--- config.mk ---
export PLATFORM = sky130hd
export DESIGN_NAME = qsort_engine
export DESIGN_NICKNAME = d
export VERILOG_FILES = /design/src/rtl/qsort_pkg.sv /design/src/rtl/qsort_range_stack.sv /design/src/rtl/qsort_engine.sv
export SDC_FILE = /design/constraint.sdc
export NUM_CORES = 1
export LEC_CHECK = 0
export CORE_MARGIN = 5
export CORE_UTILIZATION = 67
export CTS_CLUSTER_DIAMETER = 40
export DETAILED_ROUTE_END_ITERATION = 10
export GPL_ROUTABILITY_DRIVEN = 0
export PLACE_DENSITY_LB_ADDON = 0.05
export SLEW_MARGIN = 20
export SYNTH_ARGS = -nofsm -noshare
export SYNTH_HDL_FRONTEND = slang
export SYNTH_SLANG_ARGS = --single-unit
--- constraint.sdc ---
create_clock -name clk -period 8.92 [get_ports clk]
set_input_delay 2.676 -clock clk [delete_from_list [all_inputs] [get_ports clk]]
set_output_delay 2.676 -clock clk [all_outputs]
set_load 0.02 [all_outputs]
--- src/rtl/qsort_pkg.sv ---
// qsort_pkg
// Shared types for the quicksort engine.
//   state_t  : engine FSM states
//   range_t  : one pending subrange {lo, hi} held on the range stack
// Index fields are sized for the largest supported DEPTH (1024); users
// narrow them to their own index width.
package qsort_pkg;

    localparam int MAX_IDX_W = 10;

    typedef enum logic [2:0] {
        IDLE,
        LOAD,
        POP,
        SCAN,
        PIVOT,
        PUSH,
        UNLOAD
    } state_t;

    typedef struct packed {
        logic [MAX_IDX_W-1:0] lo;
        logic [MAX_IDX_W-1:0] hi;
    } range_t;

endpackage

--- src/rtl/qsort_range_stack.sv ---
// qsort_range_stack
// LIFO of pending sort subranges.
// Ports:
//   clk, rst_n   : clock, synchronous active-low reset (clears the pointer only)
//   push, push_data : write a range on top of the stack
//   pop          : discard the top entry (push has priority if both are high)
//   top          : current top entry, valid when empty is low
//   empty        : no entries held
module qsort_range_stack
    import qsort_pkg::*;
#(
    parameter int ENTRIES = 4
) (
    input  logic   clk,
    input  logic   rst_n,
    input  logic   push,
    input  range_t push_data,
    input  logic   pop,
    output range_t top,
    output logic   empty
);

    localparam int PW = $clog2(ENTRIES + 1);

    // Storage is rounded up to a power of two so the pointer indexes it
    // without a width mismatch; only ENTRIES slots are ever occupied.
    range_t           store [2**PW];
    logic [PW-1:0]    sp;

    // Stack pointer: the only reset state of the stack.
    always_ff @(posedge clk) begin
        if (!rst_n) begin
            sp <= '0;
        end else if (push) begin
            sp <= sp + PW'(1);
        end else if (pop && sp != '0) begin
            sp <= sp - PW'(1);
        end
    end

    // Entry storage is deliberately left unreset.
    always_ff @(posedge clk) begin
        if (push) begin
            store[sp] <= push_data;
        end
    end

    assign top   = store[sp - PW'(1)];
    assign empty = (sp == '0);

endmodule

--- src/rtl/qsort_engine.sv ---
// qsort_engine
// In-place quicksort (Lomuto partition) over DEPTH words of DATA_W bits.
// Ports:
//   clk, rst_n                    : clock, synchronous active-low reset
//   desc                          : 1 = descending, captured with the first load word
//   in_valid/in_ready/in_data     : load stream, DEPTH words
//   out_valid/out_ready/out_data  : unload stream, DEPTH sorted words
//   busy                          : high while sorting (POP/SCAN/PIVOT/PUSH)
//   done                          : one-cycle pulse when sorting completes
//   cmp_count                     : SCAN comparisons of the last sort, present
//                                   only when QSORT_ENGINE_STATS_EN is defined
module qsort_engine
    import qsort_pkg::*;
#(
    parameter int DATA_W = 32,
    parameter int DEPTH  = 8
) (
    input  logic              clk,
    input  logic              rst_n,
    input  logic              desc,
    input  logic              in_valid,
    output logic              in_ready,
    input  logic [DATA_W-1:0] in_data,
    output logic              out_valid,
    input  logic              out_ready,
    output logic [DATA_W-1:0] out_data,
    output logic              busy,
    output logic              done
`ifdef QSORT_ENGINE_STATS_EN
    ,
    output logic [31:0]       cmp_count
`endif
);

    localparam int ADDR_W = $clog2(DEPTH);
    localparam logic [ADDR_W-1:0] ONE      = ADDR_W'(1);
    localparam logic [ADDR_W-1:0] LAST_IDX = ADDR_W'(DEPTH - 1);
    localparam logic [ADDR_W:0]   TWO      = (ADDR_W + 1)'(2);

    state_t            state, state_next;
    logic [DATA_W-1:0] mem [DEPTH];
    logic [ADDR_W-1:0] load_cnt, unl_cnt;
    logic [ADDR_W-1:0] lo_r, hi_r, i_r, j_r;
    logic              desc_r;
    logic              push_phase;

    logic              in_fire, out_fire, load_last;
    logic              take;
    logic [ADDR_W:0]   len_l, len_r;
    logic              l_ok, r_ok, left_first, push_left;

    logic              stk_push, stk_pop, stk_empty;
    range_t            stk_data, stk_top;
    logic              unused_top_bits;

    assign in_fire   = in_valid && in_ready;
    assign out_fire  = out_valid && out_ready;
    assign load_last = (state == LOAD) && in_fire && (load_cnt == LAST_IDX);

    // Element under scan moves left of the partition point when it orders
    // strictly before the pivot; the pivot sits at hi and is untouched by SCAN.
    assign take = desc_r ? (mem[j_r] > mem[hi_r]) : (mem[j_r] < mem[hi_r]);

    // After PIVOT the pivot rests at i: left part is lo..i-1, right is i+1..hi.
    assign len_l      = {1'b0, i_r} - {1'b0, lo_r};
    assign len_r      = {1'b0, hi_r} - {1'b0, i_r};
    assign l_ok       = (len_l >= TWO);
    assign r_ok       = (len_r >= TWO);
    assign left_first = (len_l >= len_r);

    assign out_data        = mem[unl_cnt];
    assign unused_top_bits = ^stk_top;

    qsort_range_stack #(
        .ENTRIES (ADDR_W + 1)
    ) u_stack (
        .clk       (clk),
        .rst_n     (rst_n),
        .push      (stk_push),
        .push_data (stk_data),
        .pop       (stk_pop),
        .top       (stk_top),
        .empty     (stk_empty)
    );

    // Stack control: the full range is seeded on the last load word; PUSH
    // pushes the larger subrange first so the smaller one is sorted next,
    // taking a second cycle when both halves need further work.
    always_comb begin
        stk_push  = 1'b0;
        stk_data  = '0;
        push_left = 1'b0;
        if (load_last) begin
            stk_push    = 1'b1;
            stk_data.lo = '0;
            stk_data.hi = MAX_IDX_W'(LAST_IDX);
        end else if (state == PUSH && (l_ok || r_ok)) begin
            stk_push = 1'b1;
            if (l_ok && r_ok) begin
                push_left = push_phase ? !left_first : left_first;
            end else begin
                push_left = l_ok;
            end
            if (push_left) begin
                stk_data.lo = MAX_IDX_W'(lo_r);
                stk_data.hi = MAX_IDX_W'(i_r - ONE);
            end else begin
                stk_data.lo = MAX_IDX_W'(i_r + ONE);
                stk_data.hi = MAX_IDX_W'(hi_r);
            end
        end
    end

    assign stk_pop = (state == POP) && !stk_empty;

    // State register.
    always_ff @(posedge clk) begin
        if (!rst_n) begin
            state <= IDLE;
        end else begin
            state <= state_next;
        end
    end

    // Next-state logic.
    always_comb begin
        state_next = state;
        case (state)
            IDLE:    if (in_fire) state_next = LOAD;
            LOAD:    if (load_last) state_next = POP;
            POP:     state_next = stk_empty ? UNLOAD : SCAN;
            SCAN:    if (j_r == hi_r - ONE) state_next = PIVOT;
            PIVOT:   state_next = PUSH;
            PUSH:    state_next = (l_ok && r_ok && !push_phase) ? PUSH : POP;
            UNLOAD:  if (out_fire && unl_cnt == LAST_IDX) state_next = IDLE;
            default: state_next = IDLE;
        endcase
    end

    // Outputs decode from the state and are forced low while reset is held.
    always_comb begin
        in_ready  = 1'b0;
        out_valid = 1'b0;
        busy      = 1'b0;
        done      = 1'b0;
        if (rst_n) begin
            in_ready  = (state == IDLE) || (state == LOAD);
            out_valid = (state == UNLOAD);
            busy      = (state == POP) || (state == SCAN) ||
                        (state == PIVOT) || (state == PUSH);
            done      = (state == POP) && stk_empty;
        end
    end

    // Counters and partition indices.
    always_ff @(posedge clk) begin
        if (!rst_n) begin
            load_cnt   <= '0;
            unl_cnt    <= '0;
            push_phase <= 1'b0;
            desc_r     <= 1'b0;
            lo_r       <= '0;
            hi_r       <= '0;
            i_r        <= '0;
            j_r        <= '0;
        end else begin
            case (state)
                IDLE, LOAD: begin
                    if (in_fire) begin
                        load_cnt <= load_cnt + ONE;
                        if (state == IDLE) desc_r <= desc;
                    end
                end
                POP: begin
                    if (!stk_empty) begin
                        lo_r <= ADDR_W'(stk_top.lo);
                        hi_r <= ADDR_W'(stk_top.hi);
                        i_r  <= ADDR_W'(stk_top.lo);
                        j_r  <= ADDR_W'(stk_top.lo);
                    end
                    push_phase <= 1'b0;
                end
                SCAN: begin
                    j_r <= j_r + ONE;
                    if (take) i_r <= i_r + ONE;
                end
                PUSH: begin
                    push_phase <= l_ok && r_ok && !push_phase;
                end
                UNLOAD: begin
                    if (out_fire) unl_cnt <= unl_cnt + ONE;
                end
                default: ;
            endcase
        end
    end

    // Element storage: load writes, SCAN swaps, PIVOT places the pivot.
    always_ff @(posedge clk) begin
        case (state)
            IDLE, LOAD: begin
                if (in_fire) mem[load_cnt] <= in_data;
            end
            SCAN: begin
                if (take) begin
                    mem[i_r] <= mem[j_r];
                    mem[j_r] <= mem[i_r];
                end
            end
            PIVOT: begin
                mem[i_r]  <= mem[hi_r];
                mem[hi_r] <= mem[i_r];
            end
            default: ;
        endcase
    end

`ifdef QSORT_ENGINE_STATS_EN
    // Comparison statistics: restart when a new sort begins, saturate.
    always_ff @(posedge clk) begin
        if (!rst_n) begin
            cmp_count <= '0;
        end else if (load_last) begin
            cmp_count <= '0;
        end else if (state == SCAN && cmp_count != '1) begin
            cmp_count <= cmp_count + 32'd1;
        end
    end
`endif

endmodule

==> flow_metrics.py, run 1 <==
metrics = {
    "outcome": {
        "status": "finished, final reports clean",
    },
    "logic_synthesis": {
        "ys_seq_area_share_pct": 41.3,
        "yosysWarnings": 0,
        "asyncSetResetFlopFracSynth_pct": 0,
        "postSynthCellCount": 1554,
        "synthDistinctLibCells": 67,
        "synthesized_flop_and_latch_total": 342,
        "synth_largest_type_area_fraction_pct": 38.1,
        "synth_area_leader_cell": "edfxtp_1",
        "most_common_library_cells_after_synthesis": "331 x mux2i_1, 304 x edfxtp_1, 268 x mux4_2, 68 x nand2_1, 66 x mux2_2",
        "yosys-top-cells-area": "edfxtp_1 38%, mux4_2 25%, mux2i_1 14%",
        "syn-mean-instance-area_um2": 15.4,
        "netlist_area_um2": 24000,
        "syn_nets": 1645,
        "synth_ff_type": "edfxtp_1",
        "post-synth-top-count-cell": "mux2i_1",
        "number_of_flops_mapped_to_enable_cells_by_yosys": 304,
    },
    "cts": {
        "clk_pin_slew_worst_setup_hold_paths_ns": 0.06,
        "cts.repair.resized": 0,
        "post_cts_setup_inserts": 0,
        "cts_hold_buffers": 0,
        "cts-buffers-inserted": 50,
        "h_tree_levels": 2,
        "clock_tree_from_tritoncts": "yes",
        "numClockSinks": 342,
        "cts.path.max_buffers": 3,
        "ctsRootBufferMaster": "clkbuf_16",
        "worstSkewPairLatency_ns": 0.58,
    },
    "worst_setup_path": {
        "end_kind": "output port",
        "arrival_ns": 4.52,
        "path_cells": "clkdlybuf4s50_1, clkinv_1, buf_4, nor4_1, clkdlybuf4s50_1",
        "startpoint_type": "input pin",
        "timing.critical_path.required_ns": 6.24,
        "critical_path.slowest_cell": "clkdlybuf4s50_1",
        "timing.critical_path.slowest_cell_delay_ns": 0.65,
        "critical_path_class": "input pin to output port",
        "critical-path-top-cell-by-count": "clkdlybuf4s50_1",
        "worst-path-max-fanout": 26,
    },
    "layout": {
        "fillCellCount": 2224,
        "area_growth_syn_to_layout_pct": 11.3,
        "num_antenna_cells": 0,
        "final_cell_area_um2": 26700,
        "design.final.nets": 1682,
        "share_of_post_route_cells_with_drive_strength_above_1_pct": 31.6,
    },
    "sta": {
        "final-hold-violation-count": 0,
        "finalSetupTns_ns": 0,
        "period_share_pct": 80.6,
        "fmax_ghz": 0.139,
        "slew_viol_final": 0,
        "finalSetupViolations": 0,
        "worstMarginPinSlew_ns": 1.17,
        "layout_min_cycle_time_ns": 7.19,
        "timing.clock.skew_ns": 0.0212,
        "max-slew-margin-rel_pct": 21.7,
        "rsz0062_at_grt": "false",
    },
    "power": {
        "power_frac_seq_pct": 43.8,
        "power.share.clock_pct": 47.6,
        "cellPowerDensity_nw_per_um2": 152,
        "switching_share_pct": 23.5,
        "vdd_drop_max_mv": 0.196,
        "internal_power_uw": 3110,
        "power.static_leakage_uw": 0.00869,
        "p_switching_uw": 955,
        "combinationalPowerShare_pct": 8.6,
    },
    "routing": {
        "post_drt_wl_per_cell_um": 31.7,
        "initialDrtViolationCount": 1663,
        "drc": 0,
        "firstDrtPassIters": 5,
        "route.final.wire_length_mm": 66.4,
        "vias": 15800,
        "ant_nets": 0,
        "route.detailed.vias_per_inst": 7.54,
    },
    "floorplanning": {
        "die_area_um2": 39600,
        "core_area_um2": 35400,
        "io_pins": 73,
        "core.rowCount": 69,
        "die_x_um": 199,
        "initial_core_utilization_pct": 67.7,
        "die_height_um": 199,
    },
    "placement": {
        "placed_instance_area_um2": 25000,
        "number_of_port_buffers": 72,
        "post-dp-hpwl_mm": 38.9,
    },
    "grt": {
        "antenna_found_initial": 0,
        "wire_length_of_the_first_global_routing_pass_mm": 100,
        "vias_in_the_first_global_route": 16400,
        "grt_remaining_overflow": 0,
        "grt_max_degree": 65,
        "global_router_s_overall_resource_usage_pct": 34.1,
    },
    "worst_hold_path": {
        "hp-class": "flop to flop",
    },
    "flow_run": {
        "cap_violations": 0,
    },
}
[final timing paths]
kind,slack [ns],from,end,cells after the start
max,1.73,rst_n,done,5
min,0.53,lo_r[0],lo_r[0],2
max reg2reg,2.78,flop,mem[2][10],13
min reg2reg,0.53,lo_r[0],lo_r[0],2
[cells in the final DEF (no fill, tap or decap), types with 5 or more instances in the layout]
cell	instances
mux4_2	268
nand3_1	9
a211oi_1	8
nor2_1	33
o221ai_4	17
a21oi_1	35
clkbuf_1	9
mux2i_1	331
inv_1	21
nand2b_1	7
dfxtp_4	8
clkinv_1	5
buf_4	33
mux2_2	66
o221ai_2	10
nand4_1	8
a21oi_4	5
o21a_1	10
clkbuf_16	53
clkinv_2	8
nand2_1	68
inv_6	6
nor2b_1	7
o211ai_1	5
clkdlybuf4s50_1	72
nor3_1	14
dfxtp_1	26
o22ai_4	5
xnor2_1	6
o21ai_0	24
edfxtp_1	304
a31oi_1	5
ha_1	52
xor2_1	8
[state kept, by name, summed over array words and instances, names as in the netlist, named ones only]
signal and flops:
desc_r 1, mem 256, state 3, j_r 3
unl_cnt 3, push_phase 1, u_stack.sp 3, load_cnt 3
u_stack.store 48, i_r 3, hi_r 3, lo_r 3
[power groups by stage]
| stage | Clock, uW | Combinational [uW] | Sequential (uW) |
|---|---|---|---|
| final | 1930 | 348 | 1780 |
| after global routing | 2020 | 376 | 1780 |
| after CTS | 1940 | 344 | 1780 |
| after detailed placement | 0 | 341 | 1810 |
| after global placement | 0 | 332 | 1810 |
| after floorplan | 0 | 238 | 1800 |
[area by class of cell]
cell class              count  area [um2]  share of cell area (%)
flip-flops and latches    342        9920                    37.2
clock inverters            28         255                   0.957
inverters                  22        82.6                   0.310
clock buffers              64        1390                    5.20
multi-input cells        1067       13400                    50.3
repair buffers            108        1040                    3.89
well taps                 461         577                    2.16
[critical path: cells and delay by family]
| family | cells | cell delay [ns] |
|---|---|---|
| simple gates | 1 | 0.28 |
| buf+inv | 4 | 1.56 |
[stage by stage]
| step | cells | utilization [%] | hold slack [ns] | worst slack, ns | power, uW |
|---|---|---|---|---|---|
| after CTS | 2091 | 75.2 | 0.533 | 1.72 | 4070 |
| final | 2092 | 75.3 | 0.532 | 1.73 | 4060 |
| after detailed placement | 1999 | 70.6 | 0.521 | 1.72 | 2150 |
| after global placement | 1999 | 70.6 | 0.506 | 1.75 | 2140 |
| after floorplan | 1554 | - | 0.479 | 2.70 | 2040 |
| after global routing | 2092 | 75.3 | 0.561 | 1.65 | 4180 |
[logic make-up after synthesis]
logic type	share of synthesized area, %
flip-flops	41.3
AO/OA/AOI/OAI	6.39
XOR/XNOR	0.512
AND/OR/NAND/NOR	3.43
adder cells (fa/ha/maj)	2.88
multiplexers	42.1
buffers and inverters	3.37
[per-layer routing]
metal | wire (um) | GRT usage (%) | vias to the layer above
met2 | 33300 | 57.2 | 926
met3 | 6240 | 6.05 | 193
li1 | - | - | 6604
met1 | 24300 | 45.5 | 8044
met5 | 0 | 0 | -
met4 | 2580 | 12.3 | 0
Note: power is estimated with default switching activity, not from simulation.
==> inputs of run 2 (changes only) <==
--- a/config.mk
+++ b/config.mk
@@ -6,7 +6,7 @@
 export NUM_CORES = 1
 export LEC_CHECK = 0
 export CORE_MARGIN = 5
-export CORE_UTILIZATION = 67
+export CORE_UTILIZATION = 63
 export CTS_CLUSTER_DIAMETER = 40
 export DETAILED_ROUTE_END_ITERATION = 10
 export GPL_ROUTABILITY_DRIVEN = 0
==> constraint.sdc (replaced) <==
create_clock -name clk -period 6.78 [get_ports clk]
set_input_delay 2.034 -clock clk [delete_from_list [all_inputs] [get_ports clk]]
set_output_delay 2.034 -clock clk [all_outputs]
set_load 0.02 [all_outputs]
==> flow_metrics.py, run 2 (synthesized netlist as in run 1, its figures left out) <==
metrics = {
    "outcome": {
        "status": "finished, final reports clean",
    },
    "power": {
        "vdd_drop_max_mv": 0.231,
        "power_frac_seq_pct": 41.7,
        "power.static_leakage_uw": 0.00890,
        "p_switching_uw": 1310,
        "cellPowerDensity_nw_per_um2": 207,
        "power.share.clock_pct": 50.0,
        "internal_power_uw": 4300,
        "combinationalPowerShare_pct": 8.2,
        "switching_share_pct": 23.4,
    },
    "worst_setup_path": {
        "startpoint_type": "input pin",
        "setup.worst_path.end": "done",
        "critical_path.reg2reg.endpoint": "mem[7][24]",
        "timing.critical_path.required_ns": 4.75,
        "critical_path_class": "input pin to output port",
        "arrival_ns": 3.88,
        "ff2ff_path_depth": 14,
        "timing.critical_path.from": "rst_n",
        "worst-path-max-fanout": 17,
        "end_kind": "output port",
        "regToRegSetupSlack_ns": 1.02,
    },
    "flow_run": {
        "cap_violations": 0,
    },
    "grt": {
        "grt_remaining_overflow": 0,
        "wire_length_of_the_first_global_routing_pass_mm": 102,
        "grt_max_degree": 55,
        "global_router_s_overall_resource_usage_pct": 32.6,
        "antenna_found_initial": 0,
        "vias_in_the_first_global_route": 16400,
    },
    "placement": {
        "dp_worst_setup_slack_ns": 0.849,
        "post-dp-hpwl_mm": 40.9,
        "number_of_port_buffers": 72,
    },
    "layout": {
        "num_antenna_cells": 0,
        "design.final.nets": 1706,
        "mostFrequentLayoutCells": "331 x mux2i_1, 304 x edfxtp_1, 268 x mux4_2",
        "regMostFlops": "mem",
        "area_growth_syn_to_layout_pct": 13.4,
        "fillCellCount": 2452,
        "share_of_post_route_cells_with_drive_strength_above_1_pct": 33.0,
        "largest_register_ffs": 256,
        "most_common_cell_after_layout_fill_and_taps_aside": "mux2i_1",
        "registers_with_the_highest_flip_flop_counts": "mem x256, u_stack.store x48",
    },
    "routing": {
        "vias": 16000,
        "route.detailed.vias_per_inst": 7.36,
        "route.final.wire_length_mm": 67.9,
        "initialDrtViolationCount": 1496,
        "post_drt_wl_per_cell_um": 31.3,
        "drc": 0,
        "ant_nets": 0,
        "firstDrtPassIters": 5,
    },
    "sta": {
        "final-hold-violation-count": 0,
        "finalSetupTns_ns": 0,
        "slew_viol_final": 0,
        "layout_min_cycle_time_ns": 5.91,
        "worstMarginPinSlew_ns": 1.18,
        "rsz0062_at_grt": "false",
        "timing.clock.skew_ns": 0.0275,
        "fmax_ghz": 0.169,
        "max-slew-margin-rel_pct": 20.7,
        "finalSetupViolations": 0,
        "postLayoutSetupSlackWorst_ns": 0.868,
        "period_share_pct": 87.2,
    },
    "floorplanning": {
        "core_area_um2": 37600,
        "die_area_um2": 42000,
        "io_pins": 73,
        "die_x_um": 205,
        "initial_core_utilization_pct": 63.7,
        "die_height_um": 205,
        "core.rowCount": 71,
    },
    "cts": {
        "cts.path.max_buffers": 3,
        "ctsRootBufferMaster": "clkbuf_16",
        "worstSkewPairLatency_ns": 0.61,
        "h_tree_levels": 2,
        "post_cts_setup_inserts": 0,
        "numClockSinks": 342,
        "clock_tree_from_tritoncts": "yes",
        "cts.repair.resized": 0,
        "cts-buffers-inserted": 54,
        "cts_hold_buffers": 0,
        "clk_pin_slew_worst_setup_hold_paths_ns": 0.06,
    },
    "worst_hold_path": {
        "hp-class": "flop to flop",
    },
}
[run 2: how the worst min path moves through the flow]
stage,start,end,cells past startpoint
floorplan,lo_r[0],lo_r[0],2
global placement,lo_r[0],lo_r[0],2
detailed placement,lo_r[0],lo_r[0],2
CTS,lo_r[0],lo_r[0],2
global route,lo_r[0],lo_r[0],2
finish,lo_r[0],lo_r[0],2
[run 2: layer usage]
metal	global-route usage (%)	up-vias	wire (um)
met5	0	-	0
met4	11.9	0	2740
met3	5.97	222	6510
met2	54.6	898	33600
met1	43.3	8193	25100
li1	-	6653	-
[run 2: layout make-up]
type,instances,area [um2],area share [%]
clock inverters,38,427,1.57
flip-flops and latches,342,9920,36.5
repair buffers,128,1260,4.64
well taps,511,639,2.35
clock buffers,62,1420,5.24
multi-input cells,1067,13400,49.3
inverters,22,82.6,0.304
[run 2: per-stage QoR]
| step | hold WS, ns | cells | utilization, % | area [um2] | total power [uW] |
|---|---|---|---|---|---|
| after floorplan | 0.479 | 1554 | - | 24000 | 2690 |
| after global placement | 0.511 | 2069 | 67.3 | 25300 | 2830 |
| after detailed placement | 0.515 | 2070 | 67.3 | 25300 | 2840 |
| after CTS | 0.522 | 2170 | 72.3 | 27200 | 5630 |
| after global routing | 0.551 | 2170 | 72.3 | 27200 | 5780 |
| final | 0.523 | 2170 | 72.3 | 27200 | 5620 |
[run 2: worst max-delay path, stage by stage]
cell and delay [ns]:
clkdlybuf4s50_1 0.59, clkinv_1 0.12, buf_4 0.21, nor4_1 0.26, clkdlybuf4s50_1 0.65
[run 2: power by group through the flow]
| stage | Combinational [uW] | Clock, uW | Sequential (uW) |
|---|---|---|---|
| after floorplan | 313 | 0 | 2370 |
| after global placement | 445 | 0 | 2380 |
| after detailed placement | 455 | 0 | 2380 |
| after CTS | 459 | 2830 | 2340 |
| after global routing | 499 | 2940 | 2340 |
| final | 463 | 2810 | 2340 |
==> inputs of run 3 (changes only) <==
--- a/config.mk
+++ b/config.mk
@@ -5,8 +5,11 @@
 export SDC_FILE = /design/constraint.sdc
 export NUM_CORES = 1
 export LEC_CHECK = 0
+export CAP_MARGIN = 20
+export CELL_PAD_IN_SITES_DETAIL_PLACEMENT = 0
+export CELL_PAD_IN_SITES_GLOBAL_PLACEMENT = 1
 export CORE_MARGIN = 5
-export CORE_UTILIZATION = 63
+export CORE_UTILIZATION = 54
 export CTS_CLUSTER_DIAMETER = 40
 export DETAILED_ROUTE_END_ITERATION = 10
 export GPL_ROUTABILITY_DRIVEN = 0
==> constraint.sdc (replaced) <==
create_clock -name clk -period 5.5 [get_ports clk]
set_input_delay 1.65 -clock clk [delete_from_list [all_inputs] [get_ports clk]]
set_output_delay 1.65 -clock clk [all_outputs]
set_load 0.02 [all_outputs]
==> flow_metrics.py, run 3 (synthesized netlist as in run 1, its figures left out) <==
metrics = {
    "layout": {
        "largest_register_ffs": 256,
        "post_layout_nonfiller_instances": 2273,
        "registers_with_the_highest_flip_flop_counts": "mem x256, u_stack.store x48",
        "mostFrequentLayoutCells": "331 x mux2i_1, 304 x edfxtp_1, 268 x mux4_2",
        "num_antenna_cells": 0,
        "most_common_cell_after_layout_fill_and_taps_aside": "mux2i_1",
        "regMostFlops": "mem",
        "share_of_post_route_cells_with_drive_strength_above_1_pct": 33.8,
        "design.final.nets": 1729,
        "area_growth_syn_to_layout_pct": 14.7,
        "fin_util_pct": 62.4,
    },
    "worst_hold_path": {
        "hp-class": "flop to flop",
    },
    "grt": {
        "grt_remaining_overflow": 0,
        "vias_in_the_first_global_route": 16200,
        "wire_length_of_the_first_global_routing_pass_mm": 104,
        "grt_max_degree": 65,
        "antenna_found_initial": 0,
        "global_router_s_overall_resource_usage_pct": 29.1,
    },
    "sta": {
        "finalSetupViolations": 0,
        "period_share_pct": 90.9,
        "layout_min_cycle_time_ns": 5.00,
        "fmax_ghz": 0.200,
        "slew_viol_final": 0,
        "rsz0062_at_grt": "false",
        "timing.clock.skew_ns": 0.0258,
        "max-slew-margin-rel_pct": 34.0,
        "final-hold-violation-count": 0,
        "hold_ws_ns": 0.535,
        "worstMarginPinSlew_ns": 0.984,
    },
    "worst_setup_path": {
        "critical_path.slowest_cell": "mux4_2",
        "timing.critical_path.required_ns": 5.93,
        "end_kind": "flop",
        "path_delay_family": "compound AO/OA/AOI/OAI gates",
        "critical_path_class": "flop to flop",
        "critical-path-top-cell-by-count": "buf_4",
        "arrival_ns": 5.43,
        "startpoint_type": "flop",
        "path_cells": "buf_4, mux4_2, mux2_2, ha_1, nor2b_1, o211ai_1, a2111o_1, o211ai_1, a21oi_1, buf_4, o21a_4, buf_4, o221ai_1, mux2i_1",
        "cp_buf_inv_count": 3,
        "worst-path-max-fanout": 15,
        "timing.critical_path.slowest_cell_delay_ns": 0.54,
    },
    "placement": {
        "post-dp-hpwl_mm": 44.3,
        "number_of_port_buffers": 72,
        "placedCellCount": 2174,
    },
    "cts": {
        "cts-buffers-inserted": 53,
        "post_cts_setup_inserts": 0,
        "cts_hold_buffers": 0,
        "h_tree_levels": 2,
        "ctsRootBufferMaster": "clkbuf_16",
        "worstSkewPairLatency_ns": 0.60,
        "clk_pin_slew_worst_setup_hold_paths_ns": 0.05,
        "cts.repair.resized": 0,
        "numClockSinks": 342,
        "cts.path.max_buffers": 3,
        "clock_tree_from_tritoncts": "yes",
    },
    "floorplanning": {
        "core_area_um2": 44000,
        "core.rowCount": 77,
        "initial_core_utilization_pct": 54.4,
        "die_height_um": 221,
        "io_pins": 73,
        "die_area_um2": 48700,
        "die_x_um": 221,
    },
    "outcome": {
        "status": "finished, final reports clean",
    },
    "routing": {
        "vias": 15700,
        "drc": 0,
        "initialDrtViolationCount": 1328,
        "route.detailed.vias_per_inst": 6.90,
        "post_drt_wl_per_cell_um": 30.9,
        "route.final.wire_length_mm": 70.3,
        "firstDrtPassIters": 5,
        "ant_nets": 0,
    },
    "power": {
        "power.static_leakage_uw": 0.00901,
        "vdd_drop_max_mv": 0.278,
        "cellPowerDensity_nw_per_um2": 251,
    },
    "flow_run": {
        "cap_violations": 0,
    },
}
-- run 3: cell types whose count changed in the layout (fill, tap and decap cells not counted), moves of 2 or more --
cell and change:
buf_12 +6, clkinv_2 -5, inv_6 +5, buf_4 +18, clkinvlp_4 +2, clkinv_4 -3
inv_8 +3, clkbuf_8 -2
-- run 3: worst paths after layout --
path	start	to	slack (ns)	cells past startpoint
setup reg to reg	flop	mem[0][0]	0.50	14
hold reg to reg	lo_r[0]	lo_r[0]	0.53	2
setup / recovery	flop	mem[0][0]	0.50	14
hold / removal	lo_r[0]	lo_r[0]	0.53	2
-- run 3: worst min-delay path: cells and delay by family (launching register included) --
kind	cells	cell delay (ns)
simple gates	1	0.08
compound gates	1	0.06
flops	1	0.35
-- run 3: routing by layer --
layer	part of all wire [%]	vias to the layer above	track usage [%]	wire length (um)
li1	-	6692	-	-
met1	39	8167	38.9	27600
met2	50	676	49.6	35200
met3	7.5	140	4.93	5280
met4	3.1	0	8.52	2180
met5	0	-	0	0
-- run 3: final cells by class --
class | instances | area, um2
clock buffers | 60 | 1400
clock inverters | 38 | 422
fillers | 3273 | 16600
inverters | 22 | 82.6
multi-input cells | 1067 | 13400
flip-flops and latches | 342 | 9920
well taps | 592 | 741
repair buffers | 152 | 1510
-- run 3: power by group --
group / switching [uW] / internal, uW
clock: 1300 / 2130
combinational: 311 / 269
sequential: 33.1 / 2850
-- run 3: metrics by stage --
stage	total power [uW]	setup slack, ns	TNS (ns)	area (um2)
2_1_floorplan	3310	-0.269	-59.38	24000
3_3_place_gp	3510	0.623	0	25600
3_5_place_dp	3510	0.521	0	25600
4_1_cts	6940	0.505	0	27500
5_1_grt	7110	0.255	0	27500
6_report	6890	0.502	0	27500
